File: config.mk
export PLATFORM = sky130hd
export DESIGN_NAME = data_sampling
export DESIGN_NICKNAME = d
export VERILOG_FILES = /design/src/rtl/data_sampling.sv
export SDC_FILE = /design/constraint.sdc
export NUM_CORES = 1
export LEC_CHECK = 0
export ABC_AREA = 1
export BUFFER_PORTS_ARGS = -buffer_cell sky130_fd_sc_hd__buf_2
export CAP_MARGIN = 25
export CORE_MARGIN = 5
export CORE_UTILIZATION = 30
export DETAILED_ROUTE_END_ITERATION = 6
export GPL_ROUTABILITY_DRIVEN = 0
export SLEW_MARGIN = 20
export SYNTH_ARGS = -nofsm -noshare
export SYNTH_HDL_FRONTEND = slang
export SYNTH_SLANG_ARGS = --single-unit
File: constraint.sdc
create_clock -name CLK -period 1.2 [get_ports CLK]
set_input_delay 0.12 -clock CLK [delete_from_list [all_inputs] [get_ports CLK]]
set_output_delay 0.12 -clock CLK [all_outputs]
set_load 0.01 [all_outputs]
File: src/rtl/data_sampling.sv
// UART receiver bit sampler: two-flop line synchroniser plus a three-point
// majority vote around the centre of each oversampled bit.
module data_sampling #(
  parameter int PRESCALE_W = 6
) (
  input  logic                  CLK,
  input  logic                  RST,
  input  logic                  RX_IN,
  input  logic [PRESCALE_W-1:0] Prescale,
  input  logic [PRESCALE_W-1:0] edge_cnt,
  input  logic                  dat_samp_en,
  output logic                  rx_sync,
  output logic                  sampled_bit,
  output logic                  sample_valid
);

  localparam logic [PRESCALE_W-1:0] ONE = PRESCALE_W'(1);

  logic                  sync1_q;
  logic                  sync2_q;
  logic                  s0_q;
  logic                  s0_d;
  logic                  s1_q;
  logic                  s1_d;
  logic                  bit_q;
  logic                  bit_d;
  logic                  vld_q;
  logic                  vld_d;
  logic [PRESCALE_W-1:0] mid;
  logic [PRESCALE_W-1:0] mid_m1;
  logic [PRESCALE_W-1:0] mid_p1;

  function automatic logic majority3(input logic a, input logic b, input logic c);
    return (a & b) | (a & c) | (b & c);
  endfunction

  // The three sample points are always distinct, so even an illegal Prescale
  // yields at most one vote per edge_cnt wrap.
  assign mid    = Prescale >> 1;
  assign mid_m1 = mid - ONE;
  assign mid_p1 = mid + ONE;

  always_ff @(posedge CLK or negedge RST) begin
    if (!RST) begin
      sync1_q <= 1'b1;
      sync2_q <= 1'b1;
    end else begin
      sync1_q <= RX_IN;
      sync2_q <= sync1_q;
    end
  end

  always_comb begin
    s0_d  = s0_q;
    s1_d  = s1_q;
    bit_d = bit_q;
    vld_d = 1'b0;
    if (!dat_samp_en) begin
      // Dropping the enable discards any partially collected triple.
      s0_d = 1'b1;
      s1_d = 1'b1;
    end else if (edge_cnt == mid_m1) begin
      s0_d = sync2_q;
    end else if (edge_cnt == mid) begin
      s1_d = sync2_q;
    end else if (edge_cnt == mid_p1) begin
      bit_d = majority3(s0_q, s1_q, sync2_q);
      vld_d = 1'b1;
    end
  end

  always_ff @(posedge CLK or negedge RST) begin
    if (!RST) begin
      s0_q  <= 1'b1;
      s1_q  <= 1'b1;
      bit_q <= 1'b1;
      vld_q <= 1'b0;
    end else begin
      s0_q  <= s0_d;
      s1_q  <= s1_d;
      bit_q <= bit_d;
      vld_q <= vld_d;
    end
  end

  assign rx_sync      = sync2_q;
  assign sampled_bit  = bit_q;
  assign sample_valid = vld_q;

endmodule

* Word level (Yosys, flattened, before mapping)
Cells that the tools add are included.
Cells by class: $add $sub $neg 2, $mul 0, divide/modulo/power cells 0, magnitude comparators 0, equality and inequality tests 6, shift operators 0, muxes and demuxes 9, bitwise gates (word level) 7, reductions and logical operators 2
Operators by type and width (number):
- 6-bit == test | 2
- 1-bit 2-to-1 mux | 9
- 5-bit by 1-bit adder with 6-bit output (second input constant) | 1
- 6-bit by 5-bit == test with 1-bit output | 1
- 5-bit by 1-bit subtractor with 6-bit output (second input constant) | 1
- 2-bit by 1-bit inequality test with 1-bit output (second input constant) | 2
- 4-bit AND reduction | 1
- 1-bit AND | 3
- 2-bit inequality test (second input constant) | 1
- 1-bit NOT | 2
- 1-bit OR | 2
- 2-bit AND reduction | 1
Word-level totals: bits in registers 6, bits in latches 0, memory bits (writable) 0, ROM bits 0, input bits 16, output and inout bits 3, word-level logic and storage cells 32, memories kept 0

* Depth between registers and ports, before layout
depth after elaboration 6, mapped depth 11, depth with buffers taken out 11

* Worst setup path before layout
No wires, ideal clock.
path kind in2reg, start point in Prescale[1], end point reg bit_q, in the netlist sampled_bit, setup time 0.076 ns, arrival time 1.051 ns, required time 1.124 ns, path slack 0.073 ns, stages on the path 8, buffers on the path 0, path through inv_1 > ha_1 > xnor2_1 > nand3_1 > nor2_2 > nand3_1 > nand2_1 > nand2_1
On the way: cells in the longest elaborated chain, start to end 4, elaborated cells on any way between the ends 8, classes of those cells add/sub: 2; eq/ne: 3; bitwise: 2; reduce/logical: 1
RTL lines:
- from (decl) | line 9 | input logic [PRESCALE_W-1:0] Prescale,
- 5-bit by 1-bit subtractor with 6-bit output | line 40 | assign mid_m1 = mid - ONE;
- 6-bit == test | line 62 | end else if (edge_cnt == mid_m1) begin
- 1-bit NOT (no source line)
- 4-bit AND reduction (no source line) (*)
- to (signal assigned) | line 81 | bit_q <= bit_d;
- to (decl) | line 25 | logic bit_q;
Every way passes the cells marked *; elsewhere a longest branch is shown, timed or not. A chain may end at the register's enable or synchronous reset.

* Worst setup path after layout
Same ends and word-level chain as after synthesis.

==> summary.md <==
| Metric | Value |
|---|---|
| Status | finished clean |
| Post-cts gate resize count | 0 |
| Maximum number of pins on one net before global-route repair | 9 |
| TritonCTS buffer count | 3 |
| Share of synthesized flip-flops with an asynchronous set or reset | 1.000 |
| Transition at the pin with the smallest max-transition slack | 0.1721 ns |
| Die ar. | 3124 sq um |
| Number of global-route vias before repair | 614 |
| Total leakage power | 0.4813 nW |
| Number of I/O port buffers | 17 |
| Req. time, crit path | 1.39 ns |
| Area of the core | 1982 sq um |
| Min cycle time layout | 1.042 ns |
| Half-perimeter wire length after detailed placement | 1293 um |
| Max-slew headroom at the worst pin | 0.8844 |
| CP arrival | 1.23 ns |
| GR Util met2 | 0.1723 |
| Hold crit path type | in -> reg |
| Max-slew violations | 0 |
| Clock sink total | 6 |
| Overall overflow remaining after global route | 0 |
| Wire per inst | 9.470 um |
| Count of placed standard cells including taps | 158 |
| Total Neg Setup Slack | 0 ns |
| Initial Utilization | 0.3188 |
| Number of hold violations in the final report | 0 |
| Setup repair after global routing missed its margin | no |
| Post-CTS setup buffer count | 0 |
| Total wirelength of the detailed-routed design | 1553 um |
| Clock skew | 0.01542 ns |
| Mapped Avg Cell Area | 5.692 sq um |
| Final std cells w/o fill | 164 |
| Global routing usage on met3 | 0.04408 |
| Pre-Repair DR Iteration Count | 4 |
| CTS H-tree lvls | 1 |
| Number of antenna violations at the first check in global routing | 0 |
| TritonCTS clock tree | built |
| Fraction of final layout cells sized beyond drive strength 1 | 0.2555 |
| Number of different library cells in the post-synthesis netlist | 18 |
| Worst-path maximum fanout | 4 |
| Synth Register Bits | 6 |
| Highest-utilization routing layer at the global route stage | met2 |
| Worst setup path class | in -> reg |
| Floorplan die width | 55.90 um |
| Capturing element type of the critical path | flop |
| Post-Synthesis Cells | 111 |
| Maximum buffer depth of the clock tree | 2 |
| Hold Buf Count CTS | 2 |
| Die Ht | 55.90 um |
| Fraction of the cycle the final worst path needs | 0.8684 |
| Diode insertion count for antenna repair | 0 |
| Main flop type after synthesis | dfstp_2 |
| Count of flip-flops with a built-in enable after synthesis | 0 |
| Via total after detailed routing | 727 |
| Fraction of the yosys area taken by sequential cells | 0.2475 |
| Yosys warnings | 0 |
| CP Cell Sequence | buf_2 -> inv_1 -> ha_1 -> xnor2_1 -> nand3_1 -> nor2_2 -> nand3_1 -> nand2_1 -> nand2_1 |
| Reg-to-reg slack, setup | 0.29 ns |
| Commonest non-fill, non-tap cells in the layout | nand2_1 (46), inv_1 (18), buf_2 (17), nand3_1 (15), nor2_1 (9) |
| Achievable clock frequency | 959.7 MHz |
| Global routing usage summed across all routing layers | 0.09867 |
| Largest stage delay on the critical path | 0.30 ns |
| Antenna Violating Nets Remaining | 0 |
| Setup violations, final | 0 |
| Initial detailed-routing violation count | 12 |
| Vias/cell | 4.433 |
| Area added between synthesis and finish | 29.70% |
| Library cell contributing the largest single delay on the critical path | ha_1 |
| Leading cell type in the layout, fill and taps excluded | nand2_1 |
| Count of max-cap constraint violations | 0 |
| Netlist area before placement | 631.9 sq um |
| First-pass GRT wire length | 2463 um |
| M1 GR Usage | 0.1146 |
| Pwr per Cell Area | 821.5 nW/um^2 |
| Clock latency at the later pin of the worst-skew pair | 0.25 ns |
| Post-Syn Nets | 129 |
| Post-CTS clock slew at the launch and capture registers of the worst setup and hold paths | 0.06 ns |
| Max VDD drop | 0.7415 mV |
| Clk Tree Root Cell | clkbuf_4 |
| I/O pins | 19 |
| Standard-cell rows | 16 |
| Startpoint class of the critical path | input pin |
| Count of unresolved DRC violations after routing | 0 |
| Layout net count | 156 |
[registers in the layout, summed over array words and instances, names as in the netlist]
name,count
sync1_q,1
rx_sync,1
s1_q,1
s0_q,1
sampled_bit,1
sample_valid,1
[through the flow]
step	area, sq um	hold WS [ns]	total power, W	util	setup WS, ns
after floorplan	631.9	-0.1756	0.0003795	-	0.07263
after global placement	773.2	-0.05525	0.0004624	0.3902	-0.08925
after detailed placement	773.2	-0.05521	0.0004663	0.3902	-0.1162
after CTS	819.5	0.1210	0.0006882	0.4135	0.1587
after global routing	819.5	0.1274	0.0007360	0.4135	0.07261
final	819.5	0.1338	0.0006732	0.4135	0.1580
[power breakdown]
| part | internal, W | total (W) | switching (W) |
|---|---|---|---|
| logic | 0.0000921 | 0.000222 | 0.000130 |
| clock network | 0.000126 | 0.000205 | 0.0000784 |
| registers | 0.000237 | 0.000246 | 0.00000967 |
| total | 0.000455 | 0.000673 | 0.000218 |
[synth_stat cells, types with 2 or more instances]
cell type	n	area share
inv_1	18	0.11
nand2_1	46	0.27
nand3_1	15	0.12
ha_1	2	0.040
nor2_1	9	0.053
nand4_1	3	0.030
nor2_2	2	0.020
dfstp_2	5	0.21
nand2_2	2	0.020
[path summary, 6_finish.rpt]
path | from | endpoint | depth (start not counted)
max | Prescale[1] | sampled_bit | 9
min | dat_samp_en | s0_q | 3
max reg2reg | rx_sync | sampled_bit | 3
min reg2reg | sync1_q | rx_sync | 0
max in group asynchronous | RST | s1_q | 2
min in group asynchronous | RST | sample_valid | 2
[area by class of cell]
type | count | area (sq um)
Clock buffer | 4 | 26.28
Fill cell | 222 | 1162
Inverter | 19 | 71.32
Multi-Input combinational cell | 85 | 396.6
Sequential cell | 6 | 156.4
Tap cell | 27 | 33.78
Timing Repair Buffer | 23 | 135.1
[critical path, delay by kind of cell]
family                   cells  cell delay, ns
adder cells (fa/ha/maj)      1            0.30
AND/OR/NAND/NOR              5            0.46
buffers and inverters        2            0.17
XOR/XNOR                     1            0.18
[layer usage]
metal / vias up / part of all wire / wire (um)
met1: 316 / 0.47 / 728
met2: 13 / 0.49 / 760
met3: 0 / 0.041 / 63
met4: 0 / 0 / 0
li1: 398 / - / -
met5: - / 0 / 0
[cells by family (layout without fill, tap and decap cells)]
group                    count (synthesis)  count (layout)  synth area share
XOR/XNOR                                 1               1           0.01386
AND/OR/NAND/NOR                         79              79            0.5426
adder cells (fa/ha/maj)                  3               3           0.05544
AO/OA/AOI/OAI                            2               2           0.01583
flip-flops                               6               6            0.2475
buffers and inverters                   20              46            0.1247
No activity file was read; power rests on OpenSTA's default activity.
